### src/rtl/keystone_pkg.sv
`default_nettype none
// ----------------------------------------------------------------------------
// keystone_pkg : shared types and constants for the keystone frame controller
// Revision     : 1.0
// ----------------------------------------------------------------------------
package keystone_pkg;

    typedef enum logic [1:0] {
        FLUSH    = 2'd0,
        IDLE     = 2'd1,
        WAIT_SOF = 2'd2,
        ACTIVE   = 2'd3
    } state_t;

    typedef logic [31:0] coef_t;

    localparam int         NUM_COEF_DEFAULT = 8;
    localparam logic [3:0] CFG_ADDR_LPF     = 4'(NUM_COEF_DEFAULT);

    // A programmed frame length of zero behaves as a one-line frame.
    function automatic logic [15:0] lpf_effective(input logic [15:0] lpf);
        return (lpf == 16'd0) ? 16'd1 : lpf;
    endfunction

endpackage
`default_nettype wire

### src/rtl/keystone_cfg_bank.sv
`default_nettype none
// ----------------------------------------------------------------------------
// keystone_cfg_bank : staging/active coefficient and lines-per-frame registers
// Revision          : 1.0
// ----------------------------------------------------------------------------
module keystone_cfg_bank
    import keystone_pkg::*;
#(
    parameter int         NUM_COEF = NUM_COEF_DEFAULT,
    parameter logic [3:0] LPF_ADDR = CFG_ADDR_LPF
) (
    input  logic                  aclk,
    input  logic                  aresetn,
    input  logic                  aclken,
    input  logic                  cfg_wr,
    input  logic [3:0]            cfg_addr,
    input  logic [31:0]           cfg_wdata,
    input  logic                  load,
    output logic [NUM_COEF*32-1:0] coef_active,
    output logic [15:0]           lpf_active
);

    logic [15:0] r_lpf_staging;
    logic [15:0] r_lpf_active;

    // A load samples staging before any same-cycle write lands there.
    generate
        for (genvar i = 0; i < NUM_COEF; i++) begin : g_coef
            coef_t r_staging;
            coef_t r_active;

            always_ff @(posedge aclk or negedge aresetn) begin
                if (!aresetn) begin
                    r_staging <= '0;
                    r_active  <= '0;
                end else if (aclken) begin
                    if (cfg_wr && (cfg_addr == 4'(i))) begin
                        r_staging <= cfg_wdata;
                    end
                    if (load) begin
                        r_active <= r_staging;
                    end
                end
            end

            assign coef_active[i*32 +: 32] = r_active;
        end
    endgenerate

    always_ff @(posedge aclk or negedge aresetn) begin
        if (!aresetn) begin
            r_lpf_staging <= 16'd1;
            r_lpf_active  <= 16'd1;
        end else if (aclken) begin
            if (cfg_wr && (cfg_addr == LPF_ADDR)) begin
                r_lpf_staging <= cfg_wdata[15:0];
            end
            if (load) begin
                r_lpf_active <= r_lpf_staging;
            end
        end
    end

    assign lpf_active = r_lpf_active;

endmodule
`default_nettype wire

### src/rtl/keystone_frame_ctrl.sv
`default_nettype none
// ----------------------------------------------------------------------------
// keystone_frame_ctrl : frame sequencing, flush and bank control for the core
// Revision            : 1.0
// ----------------------------------------------------------------------------
module keystone_frame_ctrl
    import keystone_pkg::*;
#(
    parameter int NUM_COEF   = 8,
    parameter int RST_CYCLES = 4
) (
    input  logic                   aclk,
    input  logic                   aresetn,
    input  logic                   aclken,
    input  logic                   sw_en,
    input  logic                   sw_rst,
    input  logic                   cfg_wr,
    input  logic [3:0]             cfg_addr,
    input  logic [31:0]            cfg_wdata,
    input  logic                   mon_tvalid,
    input  logic                   mon_tready,
    input  logic                   mon_tuser,
    input  logic                   mon_tlast,
    output logic                   core_clock_en,
    output logic                   core_reset,
    output logic [NUM_COEF*32-1:0] coef_active,
    output logic [15:0]            frame_count,
    output logic [15:0]            line_count,
    output logic                   busy,
    output logic                   sof_err
);

    localparam int             FCW        = (RST_CYCLES > 1) ? $clog2(RST_CYCLES) : 1;
    localparam logic [FCW-1:0] FLUSH_LAST = FCW'(RST_CYCLES - 1);

    state_t         r_state;
    state_t         w_state_next;
    logic [FCW-1:0] r_flush_cnt;
    logic [FCW-1:0] w_flush_cnt_next;
    logic           r_mid_line;
    logic           w_mid_line_next;
    logic [15:0]    r_line_count;
    logic [15:0]    w_line_next;
    logic [15:0]    r_frame_count;
    logic [15:0]    w_frame_next;
    logic           r_sof_err;
    logic           w_sof_err_next;
    logic           r_core_reset;
    logic           r_busy;
    logic           w_load;
    logic           w_beat;
    logic           w_sof_seen;
    logic           w_last_line;
    logic [15:0]    w_lpf_active;

    assign w_beat      = mon_tvalid & mon_tready;
    assign w_sof_seen  = mon_tvalid & mon_tuser;
    assign w_last_line = (r_line_count == (lpf_effective(w_lpf_active) - 16'd1));

    keystone_cfg_bank #(
        .NUM_COEF (NUM_COEF),
        .LPF_ADDR (4'(NUM_COEF))
    ) u_cfg_bank (
        .aclk        (aclk),
        .aresetn     (aresetn),
        .aclken      (aclken),
        .cfg_wr      (cfg_wr),
        .cfg_addr    (cfg_addr),
        .cfg_wdata   (cfg_wdata),
        .load        (w_load),
        .coef_active (coef_active),
        .lpf_active  (w_lpf_active)
    );

    always_ff @(posedge aclk or negedge aresetn) begin
        if (!aresetn) begin
            r_state       <= FLUSH;
            r_flush_cnt   <= '0;
            r_mid_line    <= 1'b0;
            r_line_count  <= 16'd0;
            r_frame_count <= 16'd0;
            r_sof_err     <= 1'b0;
            r_core_reset  <= 1'b1;
            r_busy        <= 1'b0;
        end else if (aclken) begin
            r_state       <= w_state_next;
            r_flush_cnt   <= w_flush_cnt_next;
            r_mid_line    <= w_mid_line_next;
            r_line_count  <= w_line_next;
            r_frame_count <= w_frame_next;
            r_sof_err     <= w_sof_err_next;
            r_core_reset  <= (w_state_next == FLUSH);
            r_busy        <= (w_state_next == ACTIVE);
        end
    end

    always_comb begin
        w_state_next     = r_state;
        w_flush_cnt_next = r_flush_cnt;
        w_mid_line_next  = r_mid_line;
        w_line_next      = r_line_count;
        w_frame_next     = r_frame_count;
        w_sof_err_next   = r_sof_err;
        w_load           = 1'b0;

        if (sw_rst) begin
            w_state_next     = FLUSH;
            w_flush_cnt_next = '0;
            w_mid_line_next  = 1'b0;
            w_line_next      = 16'd0;
            w_sof_err_next   = 1'b0;
        end else begin
            case (r_state)
                FLUSH: begin
                    w_mid_line_next = 1'b0;
                    w_line_next     = 16'd0;
                    w_sof_err_next  = 1'b0;
                    if (r_flush_cnt == FLUSH_LAST) begin
                        w_state_next     = IDLE;
                        w_flush_cnt_next = '0;
                    end else begin
                        w_flush_cnt_next = r_flush_cnt + 1'b1;
                    end
                end
                IDLE: begin
                    if (sw_en) begin
                        w_state_next = WAIT_SOF;
                    end
                end
                WAIT_SOF: begin
                    if (!sw_en) begin
                        w_state_next = IDLE;
                    end else if (w_sof_seen) begin
                        w_load          = aclken;
                        w_line_next     = 16'd0;
                        w_mid_line_next = w_beat & ~mon_tlast;
                        w_state_next    = ACTIVE;
                    end
                end
                ACTIVE: begin
                    // An early SOF restarts the frame on the new bank.
                    if (w_sof_seen && ((r_line_count != 16'd0) || r_mid_line)) begin
                        w_sof_err_next  = 1'b1;
                        w_load          = aclken;
                        w_line_next     = 16'd0;
                        w_mid_line_next = w_beat & ~mon_tlast;
                    end else if (w_beat) begin
                        if (mon_tlast) begin
                            w_mid_line_next = 1'b0;
                            if (w_last_line) begin
                                w_line_next  = 16'd0;
                                w_frame_next = r_frame_count + 16'd1;
                                w_state_next = sw_en ? WAIT_SOF : IDLE;
                            end else begin
                                w_line_next = r_line_count + 16'd1;
                            end
                        end else begin
                            w_mid_line_next = 1'b1;
                        end
                    end
                end
                default: begin
                    w_state_next = FLUSH;
                end
            endcase
        end
    end

    assign core_clock_en = (r_state == ACTIVE) & aclken;
    assign core_reset    = r_core_reset;
    assign busy          = r_busy;
    assign sof_err       = r_sof_err;
    assign line_count    = r_line_count;
    assign frame_count   = r_frame_count;

endmodule
`default_nettype wire

### config.mk
export PLATFORM = sky130hd
export DESIGN_NAME = keystone_frame_ctrl
export DESIGN_NICKNAME = d
export VERILOG_FILES = /design/src/rtl/keystone_pkg.sv /design/src/rtl/keystone_cfg_bank.sv /design/src/rtl/keystone_frame_ctrl.sv
export SDC_FILE = /design/constraint.sdc
export NUM_CORES = 1
export LEC_CHECK = 0
export CAP_MARGIN = 20
export CORE_MARGIN = 1.5
export CORE_UTILIZATION = 30
export DETAILED_ROUTE_END_ITERATION = 7
export GPL_ROUTABILITY_DRIVEN = 0
export HOLD_SLACK_MARGIN = 0.08
export SYNTH_ARGS = -nofsm -noshare
export SYNTH_HDL_FRONTEND = slang
export SYNTH_SLANG_ARGS = --single-unit
### constraint.sdc
create_clock -name aclk -period 4.45 [get_ports aclk]
set_input_delay 0.89 -clock aclk [delete_from_list [all_inputs] [get_ports aclk]]
set_output_delay 0.89 -clock aclk [all_outputs]
set_load 0.01 [all_outputs]
==> metrics.md, run 1 <==
| Metric | Value |
|---|---|
| Status | finished, final reports clean |
| Cts bufs inserted | 68 |
| Clock slew seen by the registers of the worst setup and hold paths | 0.06 ns |
| RSZ-0062 raised after global routing | false |
| Clock Root Buffer | clkbuf_16 |
| Post-synth ARST share | 100% |
| Die Y | 279 um |
| DR vias/cell | between 4 and 5 |
| Fin cells | 2,887 |
| Synth-to-layout area growth | 30.7% |
| Initial antenna violation count | 5 |
| DR WL/cell | approximately 21 um |
| Fmax | approximately 260 MHz |
| WP data required | 4.93 ns |
| First-pass iteration count of the detailed router | 5 |
| Setup crit start kind | flip-flop |
| Slew @ Worst Pin | 1.02 ns |
| Area of the mapped netlist | 22,800 um2 |
| Final ANT Viol Nets | 0 |
| IO Pins | about 340 |
| Clock Skews | 0.0272 ns |
| Post-synth EDFFs | 0 |
| Dpl ws | roughly 0.6 ns |
| Part of the cycle the worst path needs | ~90% |
| Final WS setup | approximately 0.56 ns |
| PwrDens | 489 nW/um2 |
| Filler instances | between 7,000 and 8,000 |
| DPL Wire Length | between 40 and 50 mm |
| Htree depth | 3 |
| Largest net degree at the start of global routing | 108 |
| Worst IR Drop VDD | ~0.00030 V |
| Initial Util | 30.2% |
| Core Box Area | 75,700 um2 |
| Worst EP arrival | 4.38 ns |
| Hold buffers post-CTS | 0 |
| Clk sink count | 584 |
| Total track usage | 15.8% |
| Die X | between 200 and 300 um |
| Most frequently used flop master after synthesis | dfrtp_1 |
| WS Path Type | flip-flop to flip-flop |
| CTS tree | done |
| Final min period | 3.89 ns |
| Synthesized flop and latch total | roughly 600 |
| Clk_lat worst skew | 0.62 ns |
| Fin nets | between 1,500 and 2,000 |
| DRC Markers | 0 |
| Count of buffers from port buffering | 337 |
| Vias after detailed routing | between 10,000 and 15,000 |
| Seq/Total Area, Yosys | 64.0% |
| Crit end category | flip-flop |
| Clock buffer depth | 3 |
| Min-delay worst type | input port to async pin |
| Crit Path Max Fanout | 16 |
| Leakage | 13.5 nW |
| Routed WL | 60.8 mm |
| Setup Fix Bufs, Post-CTS | 0 |
| Commonest non-fill, non-tap cells in the layout | 581 x dfrtp_1, 546 x mux2_2, 336 x clkdlybuf4s50_1 |
| Rel. slew slack | 31.9% |
| Area of all placed cells without fillers | 29,900 um2 |
| PostCTS Resize Cnt | 0 |
| GR Overflow Total | 0 |
| Global-route wire length before repair | 93.5 mm |
| Count of cell types in the netlist | 52 |
| Fin. max-slew vios | 0 |
| Placed insts | approximately 2,800 |
| Max-cap violations | 0 |
| Mapped Nets | 1,546 |
| Post-Route Setup TNS | 0 ns |
| Vias in the first global route | 14,825 |
| Row count | roughly 100 |
| Ys Warns | 0 |
| DR iter-0 viols | about 730 |
| Layout cell share with drive strength beyond 1 | a little under two fifths |
| Avg Cell Area, Syn | 15.3 um2 |
| Die area | between 70,000 and 80,000 um2 |
| Commonest non-fill, non-tap cell in the layout | dfrtp_1 |
| Final setup violation count | 0 |
| Syn Inst Count | 1,495 |
| Dpl cell area | 27,600 um2 |
| Final hold vios | 0 |
-- cells in the mapped netlist, types with 4 or more instances --
cell	n	area share [%]
nand3_1	27	0.59
inv_1	16	0.26
nor3_1	6	0.13
nand2_1	36	0.59
nand2b_1	5	0.14
and3_1	12	0.33
mux2_2	546	27
ha_1	5	0.27
mux2i_1	4	0.18
buf_1	9	0.15
nor3b_1	6	0.20
or4_1	6	0.20
nor4_1	12	0.33
nor2_1	21	0.35
nand3b_1	4	0.13
nand4_1	9	0.25
dfrtp_1	581	64
xnor2_1	32	1.2
buf_2	4	0.088
clkbuf_1	65	1.1
o22ai_1	9	0.25
o21ai_0	11	0.24
a21oi_1	19	0.42
-- critical path, cell delays in order, from the launching register on --
cell and delay, ns:
dfrtp_1 0.46, nor4_1 0.10, buf_4 0.16, and3_1 0.25, a21oi_1 0.16, ha_1 0.23, or3b_2 0.52, or3_1 0.34
xnor2_1 0.16, o2111ai_1 0.15, nor4_2 0.38, and4bb_1 0.28, buf_4 0.22, mux2_2 0.35
-- cells by family (layout without fill, tap and decap cells) --
logic type	Yosys count	after routing	share of synthesized area (%)
AND/OR/NAND/NOR	162	162	3.84
multiplexers	550	550	27.1
XOR/XNOR	35	35	1.34
AO/OA/AOI/OAI	62	62	1.72
buffers and inverters	97	510	1.75
flip-flops	584	584	64.0
other	0	1	0
adder cells (fa/ha/maj)	5	5	0.274
-- state kept, by name, indices dropped and copies added, names as in the netlist --
signal and cells:
frame_count 16, busy 1, sof_err 1, r_state 2, r_mid_line 1, u_cfg_bank.g_coef.r_active 256
r_flush_cnt 2, u_cfg_bank.g_coef.r_staging 256, core_reset 1, u_cfg_bank.r_lpf_staging 16, line_count 16, u_cfg_bank.lpf_active 16
-- path summary, 6_finish.rpt --
kind,from,endpoint,slack (ns),cells past startpoint
worst max-delay path,u_cfg_bank.lpf_active[4]$_DFFE_PN0P_,frame_count[1]$_DFFE_PN0P_,0.56,13
worst max register to register,u_cfg_bank.lpf_active[4]$_DFFE_PN0P_,frame_count[1]$_DFFE_PN0P_,0.56,13
max in group asynchronous,aresetn,u_cfg_bank.lpf_active[9]$_DFFE_PN0P_,2.92,2
worst min register to register,u_cfg_bank.g_coef[2].r_staging[30]$_DFFE_PN0P_,u_cfg_bank.g_coef[2].r_active[30]$_DFFE_PN0P_,0.48,1
min in group aclk,u_cfg_bank.g_coef[2].r_staging[30]$_DFFE_PN0P_,u_cfg_bank.g_coef[2].r_active[30]$_DFFE_PN0P_,0.48,1
worst min-delay path,aresetn,u_cfg_bank.g_coef[2].r_active[31]$_DFFE_PN0P_,0.37,1
-- layer usage --
metal  part of all wire [%]  wire length, um  vias up  track usage (%)
met5                      0                0        -                0
met4                    2.4             1450        0             5.14
met3                    7.3             4450       96             5.02
met2                     48            29000      388             25.5
met1                     43            25900     7156             20.0
li1                       -                -     6080                -
-- metrics by stage --
stage / hold WS (ns) / utilization [%] / power (mW)
finish: 0.374 / 39.4 / 14.6
global route: 0.412 / 39.4 / 15.3
CTS: 0.398 / 39.4 / 14.8
detailed placement: 0.476 / 36.4 / 9.13
global placement: 0.468 / 36.4 / 9.03
floorplan: 0.444 / - / 7.83
-- power by group --
part / internal [mW] / switching, mW / total (mW)
Clock: 3.26 / 2.31 / 5.57
Sequential: 6.16 / 0.469 / 6.63
Combinational: 1.39 / 0.999 / 2.39
-- final cells by class --
type                       count  area (um2)  area share [%]
sequential                   584       14600            49.0
multi-input combinational    814        7860            26.3
timing repair buffer         376        3810            12.8
clock buffer                  96        1980            6.62
tap                          978        1220            4.10
clock inverter                22         307            1.03
inverter                      16        60.1           0.201
antenna                        1        2.50         0.00838
Power figures use the tool's default switching activity.
==> inputs of run 2 (changes only) <==
HOLD_SLACK_MARGIN = unset   (was 0.08)
==> results of run 2 <==
No change in the layout: final DEF, timing and power equal those of run 1.
==> inputs of run 3 (changes only) <==
ABC_CLOCK_PERIOD_IN_PS = 4450   (was unset)
CORE_MARGIN = 2   (was 1.5)
==> run 3 against run 2 <==
- cell area hardly changed
- worst hold slack gained 0.054 ns
- worst setup slack got worse by 0.056 ns
- wire length hardly changed
- clock power rose by 3%
- maximum frequency is 1.4% lower
- cell count down 0.14%
- via count rose by 0.45%
- first-iteration DRC count increased by 14%
- highest routed layer is now met5
- die area increased by 0.72%
==> metrics.md, run 3 (same netlist as run 1, synthesis figures left out) <==
| Metric | Value |
|---|---|
| Initial antenna violation count | 3 (-2) |
| Setup crit start kind | flip-flop |
| # diodes | 0 (-1) |
| Met3 Resource Use GR | 5.18% (+0.16 points) |
| WP data required | 4.92 ns (about the same) |
| Final hold vios | 0 (unchanged) |
| Hold buffers post-CTS | 0 (unchanged) |
| Crit end category | flip-flop |
| Cts bufs inserted | 68 (unchanged) |
| Tot Pwr | 14.8 mW (+1.2%) |
| DR vias/cell | 4.78 (+0.59%) |
| Rel. slew slack | 32.7% (+0.81 points) |
| Slew @ Worst Pin | 1.01 ns (-0.0121 ns) |
| Final min period | 3.95 ns (+0.0562 ns) |
| IO Pins | 338 (unchanged) |
| Area of all placed cells without fillers | 29,900 um2 (about the same) |
| Max-cap violations | 0 (unchanged) |
| Setup Fix Bufs, Post-CTS | 0 (unchanged) |
| Global-route wire length before repair | 93.0 mm (-0.61%) |
| Commonest non-fill, non-tap cell in the layout | dfrtp_1 |
| Vias after detailed routing | 13,782 (+0.45%) |
| Clk sink count | 584 (unchanged) |
| Utilization after layout | 39.5% (about the same) |
| Clk_lat worst skew | 0.60 ns (-0.02 ns) |
| Clock Skews | 0.0166 ns (-0.0107 ns) |
| Part of the cycle the worst path needs | 88.7% (+1.3 points) |
| Die X | 280 um (+0.36%) |
| Met2 GRT Util | 25.9% (+0.37 points) |
| DR iter-0 viols | 837 (+14%) |
| Worst R2R Start | u_cfg_bank.lpf_active[4]$_DFFE_PN0P_ |
| GR Overflow Total | 0 (unchanged) |
| Reg2reg setup slack | 0.50 ns (-0.06 ns) |
| Fin. max-slew vios | 0 (unchanged) |
| Die area | 78,400 um2 (+0.72%) |
| Met1 usage | 19.3% (-0.72 points) |
| Crit Path Max Fanout | 16 (unchanged) |
| DPL Wire Length | 40.2 mm (+0.29%) |
| PwrDens | 494 nW/um2 (+1.2%) |
| Dpl cell area | 27,500 um2 (-0.16%) |
| Leakage | 13.5 nW (+0.14%) |
| Largest net degree at the start of global routing | 110 (+1.9%) |
| Core Box Area | 75,700 um2 (unchanged) |
| Commonest non-fill, non-tap cells in the layout | 581 x dfrtp_1, 546 x mux2_2, 336 x clkdlybuf4s50_1 |
| Gr busiest metal | met2 |
| Fmax | 253 MHz (-1.4%) |
| Worst EP arrival | 4.42 ns (+0.04 ns) |
| Worst IR Drop VDD | 0.000286 V (-4.5%) |
| CP Launch Point | u_cfg_bank.lpf_active[4]$_DFFE_PN0P_ |
| PostCTS Resize Cnt | 0 (unchanged) |
| CTS tree | done |
| Htree depth | 3 (unchanged) |
| Clock slew seen by the registers of the worst setup and hold paths | 0.06 ns (about the same) |
| Setup crit end | frame_count[1]$_DFFE_PN0P_ |
| Row count | 101 (unchanged) |
| Vias in the first global route | 14,737 (-0.59%) |
| Min-delay worst type | input port to async pin |
| Initial Util | 30.2% (unchanged) |
| DRC Markers | 0 (unchanged) |
| DR WL/cell | 21.1 um (+0.18%) |
| Die Y | 280 um (+0.36%) |
| Final ANT Viol Nets | 0 (unchanged) |
| Clock buffer depth | 3 (unchanged) |
| Critical R2R Capture | frame_count[1]$_DFFE_PN0P_ |
| Clock Root Buffer | clkbuf_16 |
| WS Path Type | flip-flop to flip-flop |
| Worst reg2reg path depth | 13 (unchanged) |
| Synth-to-layout area growth | 30.7% (about the same) |
| Final setup violation count | 0 (unchanged) |
| Routed WL | 60.8 mm (about the same) |
| Layout cell share with drive strength beyond 1 | 37.2% (+0.11 points) |
| Post-Route Setup TNS | 0 ns (unchanged) |
| First-pass iteration count of the detailed router | 5 (unchanged) |
| Fin nets | 1,905 (-0.31%) |
| RSZ-0062 raised after global routing | false |
| Count of buffers from port buffering | 337 (unchanged) |
| Status | finished, final reports clean |
| Largest regs | u_cfg_bank.g_coef.r_active (256), u_cfg_bank.g_coef.r_staging (256) |
| Total track usage | 15.6% (-0.23 points) |
run 3: cell types whose count changed in the layout (fill, tap and decap cells not counted), moves of 2 or more:
| cell | before | now |
|---|---|---|
| clkinv_4 | 3 | 0 |
| buf_4 | 28 | 22 |
| clkinv_2 | 7 | 18 |
| clkbuf_8 | 17 | 11 |
| bufinv_16 | 2 | 7 |
| clkbuf_1 | 11 | 7 |
| clkinv_16 | 3 | 1 |
run 3: power breakdown:
group | internal (mW) | switching (mW) | leakage (nW) | total [mW]
registers | 6.16 | 0.475 | 7.74 | 6.63
logic | 1.39 | 1.00 | 4.62 | 2.39
clock network | 3.47 | 2.27 | 1.16 | 5.74
total | 11.0 | 3.75 | 13.5 | 14.8
run 3: worst min-delay path by stage:
stage / to / slack (ns) / depth (start not counted)
floorplan: u_cfg_bank.lpf_active[1]$_DFFE_PN0P_ / 0.44 / 2
global placement: frame_count[15]$_DFFE_PN0P_ / 0.47 / 1
detailed placement: frame_count[15]$_DFFE_PN0P_ / 0.47 / 1
CTS: u_cfg_bank.g_coef[4].r_staging[29]$_DFFE_PN0P_ / 0.44 / 1
global route: u_cfg_bank.g_coef[6].r_active[30]$_DFFE_PN0P_ / 0.48 / 1
finish: u_cfg_bank.g_coef[4].r_staging[29]$_DFFE_PN0P_ / 0.43 / 1
run 3: area by class of cell:
type | instances | area [um2]
Sequential cell | 584 | 14600
Fill cell | 6950 | 45800
Clock buffer | 87 | 1900
Multi-Input combinational cell | 814 | 7860
Inverter | 16 | 60.1
Timing Repair Buffer | 370 | 3760
Tap cell | 978 | 1220
Clock inverter | 34 | 434
run 3: per-layer routing:
| metal | share of wire [%] | vias up | routed length [um] |
|---|---|---|---|
| li1 | - | 6055 | - |
| met3 | 7.7 | 96 | 4680 |
| met2 | 49 | 402 | 29700 |
| met1 | 41 | 7227 | 25200 |
| met4 | 2.0 | 2 | 1210 |
| met5 | 0.016 | - | 10 |
run 3: stage by stage:
step | hold WS [ns] | std cells | setup WS, ns
final | 0.428 | 2883 | 0.501
after global placement | 0.470 | 2762 | 0.622
after detailed placement | 0.468 | 2762 | 0.578
after CTS | 0.438 | 2883 | 0.546
after global routing | 0.482 | 2883 | 0.203
after floorplan | 0.444 | 1495 | 0.926
run 3: critical path, cell delays in order (launching register included):
cell and delay, ns:
dfrtp_1 0.46, nor4_1 0.10, buf_4 0.16, and3_1 0.25
a21oi_1 0.17, ha_1 0.24, or3b_2 0.52, or3_1 0.35
xnor2_1 0.17, o2111ai_1 0.15, nor4_2 0.40, and4bb_1 0.28
buf_4 0.23, mux2_2 0.35
